[src/rtl/palette_lookup_arbiter.sv]
// Purpose: round-robin share of one combinational sprite palette ROM among NUM_REQ pixel requesters.
// Latency: response strobe two clocks after the grant cycle; one accept per clock, sustained.
// Backpressure: none downstream; a requester holds req/index until its grant edge (may drop early).
module palette_lookup_arbiter #(
    parameter int  NUM_REQ = 4,
    parameter int  IDX_W   = 5,
    localparam int ID_W    = $clog2(NUM_REQ)
) (
    input  logic                     clk_i,
    input  logic                     reset_i,
    input  logic [NUM_REQ-1:0]       req_i,
    input  logic [NUM_REQ*IDX_W-1:0] req_index_i,
    output logic [NUM_REQ-1:0]       grant_o,
    output logic [IDX_W-1:0]         pal_index_o,
    input  logic [3:0]               pal_red_i,
    input  logic [3:0]               pal_green_i,
    input  logic [3:0]               pal_blue_i,
    output logic                     rsp_valid_o,
    output logic [ID_W-1:0]          rsp_id_o,
    output logic [11:0]              rsp_rgb_o,
    output logic                     rsp_opaque_o,
    output logic                     busy_o
);

    // Response payload travelling out of stage 2.
    typedef struct packed {
        logic [ID_W-1:0] id;
        logic [11:0]     rgb;
        logic            opaque;
    } rsp_t;

    localparam logic [ID_W:0]   NUM_REQ_W = (ID_W+1)'(NUM_REQ);
    localparam logic [ID_W-1:0] LAST_ID   = ID_W'(NUM_REQ - 1);

    // Round-robin pointer: requester that has first claim this cycle.
    logic [ID_W-1:0]  ptr_q, ptr_d;

    // Stage 1: index presented to the ROM, tagged with the requester.
    logic             s1_vld_q, s1_vld_d;
    logic [ID_W-1:0]  s1_id_q, s1_id_d;
    logic [IDX_W-1:0] pal_index_q, pal_index_d;

    // Stage 2: registered ROM result.
    logic             rsp_vld_q, rsp_vld_d;
    rsp_t             rsp_q, rsp_d;

    // Arbitration results.
    logic             gnt_hit;
    logic [ID_W-1:0]  gnt_id;
    logic [ID_W:0]    cand;

    // Per-requester view of the packed index bus.
    logic [IDX_W-1:0] idx_arr [NUM_REQ];

    genvar g;
    generate
        for (g = 0; g < NUM_REQ; g++) begin : g_unpack
            assign idx_arr[g] = req_index_i[g*IDX_W +: IDX_W];
        end
    endgenerate

    // Scan requesters starting at the pointer, wrapping modulo NUM_REQ; first one asking wins.
    always_comb begin
        gnt_hit = 1'b0;
        gnt_id  = '0;
        cand    = '0;
        for (int k = 0; k < NUM_REQ; k++) begin
            cand = {1'b0, ptr_q} + (ID_W+1)'(k);
            if (cand >= NUM_REQ_W) begin
                cand = cand - NUM_REQ_W;
            end
            if (!gnt_hit && req_i[cand[ID_W-1:0]]) begin
                gnt_hit = 1'b1;
                gnt_id  = cand[ID_W-1:0];
            end
        end
        // Nothing is accepted while reset is held, even if requests are present.
        if (reset_i) begin
            gnt_hit = 1'b0;
        end
    end

    assign grant_o = gnt_hit ? (NUM_REQ'(1) << gnt_id) : '0;

    // Next state for the pointer and stage 1: advance past the winner, latch its index.
    always_comb begin
        ptr_d       = ptr_q;
        s1_vld_d    = gnt_hit;
        s1_id_d     = s1_id_q;
        pal_index_d = pal_index_q;
        if (gnt_hit) begin
            ptr_d       = (gnt_id == LAST_ID) ? '0 : gnt_id + ID_W'(1);
            s1_id_d     = gnt_id;
            pal_index_d = idx_arr[gnt_id];
        end
    end

    // Next state for stage 2: capture the ROM output; payload holds when nothing is in flight.
    always_comb begin
        rsp_vld_d = s1_vld_q;
        rsp_d     = rsp_q;
        if (s1_vld_q) begin
            rsp_d.id     = s1_id_q;
            rsp_d.rgb    = {pal_red_i, pal_green_i, pal_blue_i};
            rsp_d.opaque = (pal_index_q != '0);
        end
    end

    // State registers; reset discards anything in flight.
    always_ff @(posedge clk_i) begin
        if (reset_i) begin
            ptr_q       <= '0;
            s1_vld_q    <= 1'b0;
            s1_id_q     <= '0;
            pal_index_q <= '0;
            rsp_vld_q   <= 1'b0;
            rsp_q       <= '0;
        end else begin
            ptr_q       <= ptr_d;
            s1_vld_q    <= s1_vld_d;
            s1_id_q     <= s1_id_d;
            pal_index_q <= pal_index_d;
            rsp_vld_q   <= rsp_vld_d;
            rsp_q       <= rsp_d;
        end
    end

    assign pal_index_o  = pal_index_q;
    assign rsp_valid_o  = rsp_vld_q;
    assign rsp_id_o     = rsp_q.id;
    assign rsp_rgb_o    = rsp_q.rgb;
    assign rsp_opaque_o = rsp_q.opaque;
    assign busy_o       = s1_vld_q | rsp_vld_q;

    // Grant is at most one-hot and only ever goes to a requester that is asking.
    a_grant_onehot: assert property (@(posedge clk_i) $onehot0(grant_o));
    a_grant_req:    assert property (@(posedge clk_i) (grant_o & ~req_i) == '0);

endmodule
[config.mk]
export PLATFORM = sky130hd
export DESIGN_NAME = palette_lookup_arbiter
export DESIGN_NICKNAME = d
export VERILOG_FILES = /design/src/rtl/palette_lookup_arbiter.sv
export SDC_FILE = /design/constraint.sdc
export NUM_CORES = 1
export LEC_CHECK = 0
export BUFFER_PORTS_ARGS = -buffer_cell sky130_fd_sc_hd__buf_2
export CAP_MARGIN = 25
export CORE_ASPECT_RATIO = 0.7
export CORE_MARGIN = 2
export CORE_UTILIZATION = 43
export DETAILED_ROUTE_END_ITERATION = 8
export PLACE_DENSITY = 0.89
export SLEW_MARGIN = 20
export SYNTH_ARGS = -nofsm -noshare
export SYNTH_HDL_FRONTEND = slang
export SYNTH_SLANG_ARGS = --single-unit
[constraint.sdc]
create_clock -name clk_i -period 2.3 [get_ports clk_i]
set_clock_uncertainty 0.05 [all_clocks]
set_input_delay 0.46 -clock clk_i [delete_from_list [all_inputs] [get_ports clk_i]]
set_output_delay 0.46 -clock clk_i [all_outputs]
set_load 0.05 [all_outputs]
## Word-level counts from Yosys, hierarchy flattened

Cells that the tools add are included.
W data, S select, Z words.

- Bits of input ports: 38
- Bits in registers: 26
- Word-level logic and storage cells: 62
- Output and inout port bits: 26

- $add $sub $neg: 8
- Shift-type cells: 1
- $lt $le $gt $ge: 9
- Multiplexer cells: 26
- Equal/unequal tests: 1
- Bitwise operators: 2
- Reductions and logical operators: 7

Operator list:

| kind | number |
|---|---|
| $mux W2 | 9 |
| $ge A3 B3 Y1 const B | 4 |
| $lt A2 B3 Y1 const B | 4 |
| $bmux W5 S2 | 1 |
| $mux W5 | 2 |
| $mux W1 | 9 |
| $bmux W1 S2 | 4 |
| $sub A2 B1 Y2 const B | 4 |
| $add A2 B2 Y3 const B | 2 |
| $reduce_bool A5 Y1 | 1 |
| $mux W4 | 1 |
| $shl A1 B2 Y4 const A | 1 |
| $add A2 B1 Y3 const B | 1 |
| $ge A2 B3 Y1 const B | 1 |
| $logic_and A1 B1 Y1 | 3 |
| $logic_not A1 Y1 | 3 |
| $not A2 Y3 | 1 |
| $add A2 B1 Y2 const B | 1 |
| $eq A2 B2 Y1 const B | 1 |
| $or A1 B1 Y1 | 1 |

## Longest topological paths before layout

Gate-level depths: netlist (run 1).

- Word-level depth: 18
- Depth in mapped cells: 7

## Worst setup path before layout (run 1)

Ideal clock, no wire load.

- Path type: in2out
- Start point: input port req_i[0]
- End point: output port grant_o[1]
- Path slack: -323 ps
- Data arrival time: 2113 ps
- Required time: 1790 ps
- Cell stages on the path: 5
- Cell sequence: a21oi_1 -> o21a_1 -> o22ai_1 -> inv_2 -> nor3_1

- Word-level cells in the longest chain between the ends: 14
- Elaborated cells between the ends (all ways): 25

Ends and longest elaborated chain:

| item | line | source |
|---|---|---|
| start: declaration | 11 | `input logic [NUM_REQ-1:0] req_i,` |
| $bmux W1 S2 | 72 | `if (!gnt_hit && req_i[cand[ID_W-1:0]]) begin` |
| $mux W1 (not written as such) | 72 |  |
| $mux W1 | 72 |  |
| $logic_not A1 Y1 | 72 |  |
| $logic_and A1 B1 Y1 | 72 |  |
| $mux W1 | 72 |  |
| $logic_not A1 Y1 | 72 |  |
| $logic_and A1 B1 Y1 | 72 |  |
| $mux W1 | 72 |  |
| $logic_not A1 Y1 | 72 |  |
| $logic_and A1 B1 Y1 | 72 |  |
| $mux W2 / $mux W1 (equally long branches) | 72 |  |
| $shl A1 B2 Y4 / $mux W1 (equally long branches) | 83, 78 |  |
| $mux W4 * | 83 | `assign grant_o = gnt_hit ? (NUM_REQ'(1) << gnt_id) : '0;` |
| end: declaration | 13 | `output logic [NUM_REQ-1:0] grant_o,` |

Every way passes the cells marked *; elsewhere a longest branch is shown, timed or not. The select of a mux whose other input is x is not followed.

## Worst setup path in the final report (run 1)

- Start point: register ptr_q[1]
- End point: output port grant_o[3]

- Word-level cells in the longest chain between the ends: 16
- Elaborated cells between the ends (all ways): 40

Ends and longest elaborated chain:

| item | line | source |
|---|---|---|
| start: declaration | 36 | `logic [ID_W-1:0] ptr_q, ptr_d;` |
| start signal: assignment | 119 | `ptr_q <= ptr_d;` |
| branches (longest 15 deep; another with $add A2 B1 Y3) | - |  |
| $mux W4 * | 83 |  |

Every way passes the cells marked *. The select of a mux whose other input is x is not followed.

==> impl_metrics.prom, run 1 <==
# TYPE chip_impl_metric gauge
chip_impl_info{name="status",value="finished clean"} 1
chip_impl_metric{name="floorplan.die.height",unit="um"} 47.4
chip_impl_metric{name="warning_count_from_the_yosys_run",unit=""} 0
chip_impl_metric{name="yosys.area_share.adder",unit=""} 0.0108
chip_impl_metric{name="insertion_delay",unit="ps"} 270
chip_impl_metric{name="floorplan.initialDensity",unit=""} 0.460
chip_impl_metric{name="drtAntennaViolNets",unit=""} 0
chip_impl_metric{name="critPathArrivalTime",unit="ps"} 1720
chip_impl_metric{name="post_dp_cell_area",unit="mm2"} 0.00154
chip_impl_metric{name="crit_fanout",unit=""} 7
chip_impl_metric{name="cp_data_required_time",unit="ps"} 1790
chip_impl_metric{name="synth_fp_nets",unit=""} 157
chip_impl_metric{name="pwr_density_cell",unit="mW/mm2"} 819
chip_impl_metric{name="synth_xor_area_frac",unit=""} 0
chip_impl_metric{name="grt_start_max_net_pins",unit=""} 22
chip_impl_metric{name="slew-limit-headroom",unit=""} 0.661
chip_impl_metric{name="hold_ws",unit="ps"} 375
chip_impl_metric{name="yosys_register_bits",unit=""} 26
chip_impl_metric{name="core.rowCount",unit=""} 15
chip_impl_info{name="critical_path.reg2reg.startpoint",value="ptr_q[1]$_SDFFE_PP0P_"} 1
chip_impl_metric{name="worst-slew-pin-transition",unit="ps"} 508
chip_impl_metric{name="finalPower",unit="mW"} 1.34
chip_impl_metric{name="final_nets",unit=""} 227
chip_impl_metric{name="final_period_utilization",unit=""} 0.969
chip_impl_metric{name="antenna_found_initial",unit=""} 0
chip_impl_info{name="largest_family_of_logic_cells_by_synthesized_area",value="multiplexers"} 1
chip_impl_metric{name="synth_sequential_area_ratio",unit=""} 0.450
chip_impl_metric{name="synthesis.instances",unit=""} 118
chip_impl_info{name="timing.critical_path.from",value="ptr_q[1]$_SDFFE_PP0P_"} 1
chip_impl_metric{name="placed_cells",unit=""} 216
chip_impl_metric{name="dp_hpwl",unit="mm"} 2.24
chip_impl_metric{name="design.die.area",unit="mm2"} 0.00313
chip_impl_metric{name="drv_cap",unit=""} 0
chip_impl_metric{name="coreArea",unit="mm2"} 0.00251
chip_impl_info{name="timing.hold.worst.start",value="pal_green_i[1]"} 1
chip_impl_metric{name="grt_pass1_vias",unit=""} 965
chip_impl_metric{name="drtPass1Iterations",unit=""} 4
chip_impl_metric{name="total_leakage_power",unit="nW"} 0.836
chip_impl_metric{name="syn_area",unit="mm2"} 0.00116
chip_impl_metric{name="cts-root-to-sink-buffers",unit=""} 2
chip_impl_metric{name="avgRoutedWirePerCell",unit="um"} 13.0
chip_impl_metric{name="synth_compound_area_frac",unit=""} 0.121
chip_impl_metric{name="numPortBuffers",unit=""} 63
chip_impl_metric{name="antenna-diode-count",unit=""} 0
chip_impl_metric{name="totalWireLength",unit="mm"} 2.87
chip_impl_metric{name="post_drt_via_cell_ratio",unit=""} 4.96
chip_impl_metric{name="grtUsageTotal",unit=""} 0.190
chip_impl_metric{name="grt_pass1_wl",unit="mm"} 4.38
chip_impl_metric{name="synthSimpleGateAreaFrac",unit=""} 0.148
chip_impl_info{name="critical_path_endpoint_category",value="output port"} 1
chip_impl_info{name="tritoncts_clock_tree",value="done"} 1
chip_impl_metric{name="path_clk_slew",unit="ps"} 90
chip_impl_metric{name="route.detailed.drc",unit=""} 0
chip_impl_metric{name="synth_cell_types",unit=""} 29
chip_impl_info{name="timing.hold.worst.class",value="in -> reg"} 1
chip_impl_info{name="worstSetupStartpointType",value="flip-flop"} 1
chip_impl_metric{name="flow.area_growth_from_synthesis",unit="%"} 41.6
chip_impl_metric{name="yosys-mux-area-fraction",unit=""} 0.237
chip_impl_metric{name="tritoncts_num_sinks",unit=""} 26
chip_impl_metric{name="filler_cell_count",unit=""} 230
chip_impl_metric{name="drive_gt1_frac",unit=""} 0.476
chip_impl_metric{name="vias",unit=""} 1097
chip_impl_metric{name="report.final.slew_viol_count",unit=""} 0
chip_impl_metric{name="timing.fmax",unit="GHz"} 0.449
chip_impl_metric{name="final-instance-count-excl-fill",unit=""} 221
chip_impl_metric{name="timing.final.hold_violations",unit=""} 0
chip_impl_metric{name="io_pins",unit=""} 64
chip_impl_info{name="criticalPathCategory",value="reg -> out"} 1
chip_impl_metric{name="peak_vdd_ir",unit="uV"} 564
chip_impl_metric{name="min_period",unit="ps"} 2230
chip_impl_metric{name="timing.final.setup_violations",unit=""} 0
chip_impl_metric{name="global_placer_s_final_weighted_congestion",unit=""} 0.805
chip_impl_metric{name="violation_count_after_the_first_detailed_route_iteration",unit=""} 94
chip_impl_metric{name="floorplan.die.width",unit="um"} 66.0
chip_impl_metric{name="synth_area_per_cell",unit="um2"} 9.81
chip_impl_metric{name="number_of_buffers_added_by_the_clock_tree_synthesis_step",unit=""} 3
chip_impl_metric{name="post-route-util",unit=""} 0.652
chip_impl_metric{name="globalRouteOverflowTotal",unit=""} 0
chip_impl_metric{name="stdcell_area",unit="mm2"} 0.00164
chip_impl_info{name="clock_tree.root_cell",value="clkbuf_8"} 1
chip_impl_metric{name="htreeDepth",unit=""} 1
state kept, by name, summed over array words and instances, names as in the netlist:
| register | cells |
|---|---|
| ptr_q | 2 |
| pal_index_o | 5 |
| s1_id_q | 2 |
| rsp_opaque_o | 1 |
| rsp_vld_d | 1 |
| rsp_id_o | 2 |
| rsp_valid_o | 1 |
| rsp_rgb_o | 12 |
power breakdown:
| part | internal, mW | switching [mW] |
|---|---|---|
| Sequential | 0.499 | 0.0389 |
| Combinational | 0.156 | 0.278 |
| Clock | 0.233 | 0.138 |
what timing repair did:
item | 4_1_cts | 5_1_grt
hold buffers | 0 | 0
endpoints found under the setup margin | 2 | 4
setup buffers | 0 | 1
gates resized for setup | 3 | 7
hold endpoints to repair | 0 | 0
stage by stage:
step                TNS (ps)  setup WS, ps
floorplan                  0          56.2
global route           -5.34         -4.97
finish                     0          70.9
global placement           0           128
CTS                        0          5.54
detailed placement         0          53.2
logic make-up after synthesis:
group,count (synthesis)
flops,26
fa+ha+maj,1
mux,26
buf+inv,8
compound gates,21
simple gates,36
routing by layer:
layer  routed length [um]  vias to the layer above  global-route usage
met5                    0                        -                   0
met4                   19                        0              0.0367
met3                  159                        2              0.0576
met2                 1390                       38               0.311
met1                 1300                      501               0.256
li1                     -                      556                   -
layout make-up:
cell class,count,area [um2],area share
timing repair buffer,70,375,0.229
clock inverter,1,30.0,0.0183
inverter,3,11.3,0.00687
clock buffer,3,41.3,0.0252
tap,34,42.5,0.0260
sequential,26,526,0.321
multi-input combinational,84,613,0.374
worst paths after layout:
path                                                    end  slack, ps  cells past startpoint
worst min-delay path              rsp_rgb_o[5]$_SDFFE_PP0P_        370                      3
worst min register to register      s1_id_q[0]$_SDFFE_PP0P_        420                      2
worst max register to register  pal_index_o[4]$_SDFFE_PP0P_        320                      6
worst max-delay path                             grant_o[3]         70                      6
synth_stat cells, drive strengths merged:
cell	count	area (um2)
dfxtp	26	521
mux2i	21	210
nor2	19	71.3
o21ai	7	35.0
nand2	6	22.5
a21oi	5	25.0
a32oi	5	43.8
mux2	5	63.8
buf	4	23.8
inv	3	11.3
nor3	3	15.0
nor2b	2	12.5
a21boi	1	7.51
and2	1	6.26
clkbuf	1	3.75
ha	1	12.5
nand2b	1	6.26
nor4	1	12.5
o21a	1	7.51
o221ai	1	15.0
o22ai	1	6.26
or2	1	6.26
or3b	1	8.76
or4b	1	10.0
cells in the final DEF, fill, tap and decap left out:
cell and count:
o22ai_2 1, or2_2 1, ha_1 1, or3b_1 1, mux2_2 3, clkbuf_4 2, nor4_2 1, dfxtp_4 1
clkbuf_8 3, o21a_1 1, mux2i_2 1, o221ai_2 1, mux2_4 2, dfxtp_1 24, nand2b_1 1, inv_1 2
a32oi_1 5, nand2_1 6, bufinv_16 1, nor2b_1 2, nor3_1 2, o21ai_1 3, a21boi_1 1, nor2_1 19
buf_2 60, inv_2 1, mux2i_1 20, a21oi_1 5, or4b_2 1, dfxtp_2 1, nor3_2 1, buf_4 8
o21ai_0 4, and2_1 1
critical path, cell delays in order, from the launching register on:
cell,delay (ps)
dfxtp_4,380
or3b_1,410
o221ai_2,100
inv_1,70
ha_1,180
and2_1,130
buf_4,180
No activity file was read; power rests on OpenSTA's default activity.
==> run 2, diff against run 1 <==
Settings changed: BUFFER_PORTS_ARGS -buffer_cell sky130_fd_sc_hd__buf_2 to -buffer_cell sky130_fd_sc_hd__buf_4.
==> run 2 against run 1 <==
Effect of this change:
- total power fell by 3.1%
- register-to-register slack got worse by 70 ps
- worst hold slack improved by 1.6 ps
- first-iteration DRC count fell by 16%
- core utilization rose by 5.1 points
- count of clock-buffer cells in the layout rose by 1
- global-route usage rose by 1.9 points
- critical path depth did not move
- sequential power barely moved
==> impl_metrics.prom, run 2 (same netlist as run 1, synthesis figures left out) <==
# TYPE chip_impl_metric gauge
chip_impl_metric{name="vias",unit=""} 1144
chip_impl_metric{name="crit_fanout",unit=""} 7
chip_impl_metric{name="route.detailed.drc",unit=""} 0
chip_impl_info{name="criticalPathCategory",value="reg -> out"} 1
chip_impl_metric{name="share_clk_of_total_power",unit=""} 0.217
chip_impl_metric{name="violation_count_after_the_first_detailed_route_iteration",unit=""} 79
chip_impl_metric{name="stdcell_area",unit="mm2"} 0.00177
chip_impl_metric{name="drtAntennaViolNets",unit=""} 0
chip_impl_metric{name="slew-limit-headroom",unit=""} 0.658
chip_impl_metric{name="globalRouteOverflowTotal",unit=""} 0
chip_impl_info{name="path_cells",value="or3b_4 > o221ai_2 > inv_1 > ha_1 > and2_1 > buf_4"} 1
chip_impl_info{name="rsz_0062_raised_after_global_routing",value="no"} 1
chip_impl_metric{name="final_nets",unit=""} 226
chip_impl_metric{name="avgRoutedWirePerCell",unit="um"} 14.0
chip_impl_metric{name="tritoncts_num_sinks",unit=""} 26
chip_impl_metric{name="post_drt_via_cell_ratio",unit=""} 5.20
chip_impl_info{name="mostFrequentLayoutCell",value="buf_4"} 1
chip_impl_metric{name="fin_setup_tns",unit="ps"} 0
chip_impl_metric{name="final_period_utilization",unit=""} 0.969
chip_impl_metric{name="number_of_buffers_added_by_the_clock_tree_synthesis_step",unit=""} 3
chip_impl_metric{name="grt_pass1_wl",unit="mm"} 4.77
chip_impl_metric{name="grt_pass1_vias",unit=""} 1075
chip_impl_info{name="clock_tree.root_cell",value="clkbuf_8"} 1
chip_impl_metric{name="io_pins",unit=""} 64
chip_impl_info{name="status",value="finished clean"} 1
chip_impl_metric{name="global_placer_s_final_weighted_congestion",unit=""} 0.714
chip_impl_metric{name="antenna_found_initial",unit=""} 0
chip_impl_info{name="critical_path_endpoint_category",value="output port"} 1
chip_impl_metric{name="floorplan.die.width",unit="um"} 66.0
chip_impl_metric{name="pwr_density_cell",unit="mW/mm2"} 737
chip_impl_metric{name="floorplan.initialDensity",unit=""} 0.460
chip_impl_metric{name="numPortBuffers",unit=""} 63
chip_impl_metric{name="grt_start_max_net_pins",unit=""} 22
chip_impl_metric{name="min_period",unit="ps"} 2230
chip_impl_info{name="timing.hold.worst.class",value="in -> reg"} 1
chip_impl_metric{name="post_dp_cell_area",unit="mm2"} 0.00170
chip_impl_metric{name="p_comb_frac",unit=""} 0.367
chip_impl_metric{name="core.rowCount",unit=""} 15
chip_impl_metric{name="cts-root-to-sink-buffers",unit=""} 2
chip_impl_metric{name="peak_vdd_ir",unit="uV"} 459
chip_impl_info{name="worstSetupStartpointType",value="flip-flop"} 1
chip_impl_metric{name="power.switching",unit="mW"} 0.455
chip_impl_metric{name="flow.area_growth_from_synthesis",unit="%"} 52.6
chip_impl_metric{name="timing.fmax",unit="GHz"} 0.449
chip_impl_info{name="tritoncts_clock_tree",value="done"} 1
chip_impl_info{name="final_cell_mix",value="buf_4, dfxtp_1, mux2i_1"} 1
chip_impl_metric{name="dp_hpwl",unit="mm"} 2.49
chip_impl_metric{name="reg2regPathDepth",unit=""} 6
chip_impl_metric{name="path_clk_slew",unit="ps"} 80
chip_impl_metric{name="coreArea",unit="mm2"} 0.00251
chip_impl_metric{name="critPathMaxStageDelay",unit="ps"} 410
chip_impl_metric{name="largest_reg_flops",unit=""} 12
chip_impl_metric{name="drv_cap",unit=""} 0
chip_impl_metric{name="timing.final.hold_violations",unit=""} 0
chip_impl_metric{name="hold_ws",unit="ps"} 376
chip_impl_metric{name="swShare",unit=""} 0.349
chip_impl_metric{name="p_seq_frac",unit=""} 0.416
chip_impl_metric{name="pint",unit="mW"} 0.847
chip_impl_metric{name="timing.final.setup_violations",unit=""} 0
chip_impl_metric{name="grtUsageTotal",unit=""} 0.209
chip_impl_metric{name="cp_data_required_time",unit="ps"} 1790
chip_impl_metric{name="worst-slew-pin-transition",unit="ps"} 512
chip_impl_metric{name="placed_cells",unit=""} 216
chip_impl_metric{name="htreeDepth",unit=""} 1
chip_impl_metric{name="critPathArrivalTime",unit="ps"} 1720
chip_impl_metric{name="totalWireLength",unit="mm"} 3.07
chip_impl_metric{name="report.final.slew_viol_count",unit=""} 0
chip_impl_metric{name="drtPass1Iterations",unit=""} 4
chip_impl_metric{name="hold_path_cell_cnt",unit=""} 3
chip_impl_metric{name="final-instance-count-excl-fill",unit=""} 220
chip_impl_info{name="timing.critical_path.slowest_stage_cell",value="or3b_4"} 1
chip_impl_metric{name="drive_gt1_frac",unit=""} 0.473
chip_impl_metric{name="design.die.area",unit="mm2"} 0.00313
chip_impl_metric{name="antenna-diode-count",unit=""} 0
chip_impl_metric{name="floorplan.die.height",unit="um"} 47.4
chip_impl_metric{name="insertion_delay",unit="ps"} 260
chip_impl_metric{name="total_leakage_power",unit="nW"} 0.863
-- run 2: changes by cell type in the layout (fill, tap and decap cells not counted), sizes merged --
| cell | change |
|---|---|
| buf | +1 |
| clkbuf | -1 |
| bufinv | -1 |
-- run 2: what timing repair did --
item                       4_1_cts  5_1_grt
resized for setup                2        5
setup endpoints to repair        3        4
setup buffers                    0        0
hold endpoints to repair         0        0
hold buffers                     0        0
gates cloned                     0        0
-- run 2: path summary, 6_finish.rpt --
kind	end	from	slack [ps]
max	grant_o[3]	ptr_q[1]$_SDFFE_PP0P_	70
max reg2reg	pal_index_o[0]$_SDFFE_PP0P_	ptr_q[1]$_SDFFE_PP0P_	250
min reg2reg	s1_id_q[0]$_SDFFE_PP0P_	s1_id_q[0]$_SDFFE_PP0P_	420
min	rsp_rgb_o[2]$_SDFFE_PP0P_	pal_blue_i[2]	380
-- run 2: routing by layer --
| layer | global-route usage | wire (um) |
|---|---|---|
| met5 | 0 | 0 |
| met4 | 0.0939 | 59 |
| met3 | 0.0647 | 217 |
| met2 | 0.378 | 1590 |
| met1 | 0.237 | 1210 |
-- run 2: stage by stage --
| stage | total power [mW] | util | worst slack, ps |
|---|---|---|---|
| floorplan | 0.847 | - | 56.2 |
| global placement | 1.00 | 0.674 | 158 |
| detailed placement | 1.02 | 0.674 | 16.0 |
| CTS | 1.31 | 0.699 | 39.1 |
| global route | 1.37 | 0.702 | 4.96 |
| finish | 1.30 | 0.702 | 71.9 |
-- run 2: layout make-up --
type | instances | area, um2
sequential | 26 | 528
tap | 34 | 42.5
multi-input combinational | 84 | 612
clock buffer | 4 | 55.1
inverter | 3 | 11.3
timing repair buffer | 69 | 518
fill | 216 | 748
-- run 2: critical path: cells and delay by family (launching register included) --
family / cells / cell delay (ps)
simple gates: 2 / 550
flops: 1 / 380
buf+inv: 2 / 250
fa+ha+maj: 1 / 190
compound gates: 1 / 90
-- run 2: power groups by stage --
stage | registers (mW) | clock network, mW | logic, mW
5_1_grt | 0.548 | 0.320 | 0.504
3_5_place_dp | 0.547 | 0 | 0.472
6_report | 0.541 | 0.283 | 0.477
4_1_cts | 0.539 | 0.294 | 0.475
2_1_floorplan | 0.653 | 0 | 0.194
3_3_place_gp | 0.543 | 0 | 0.458
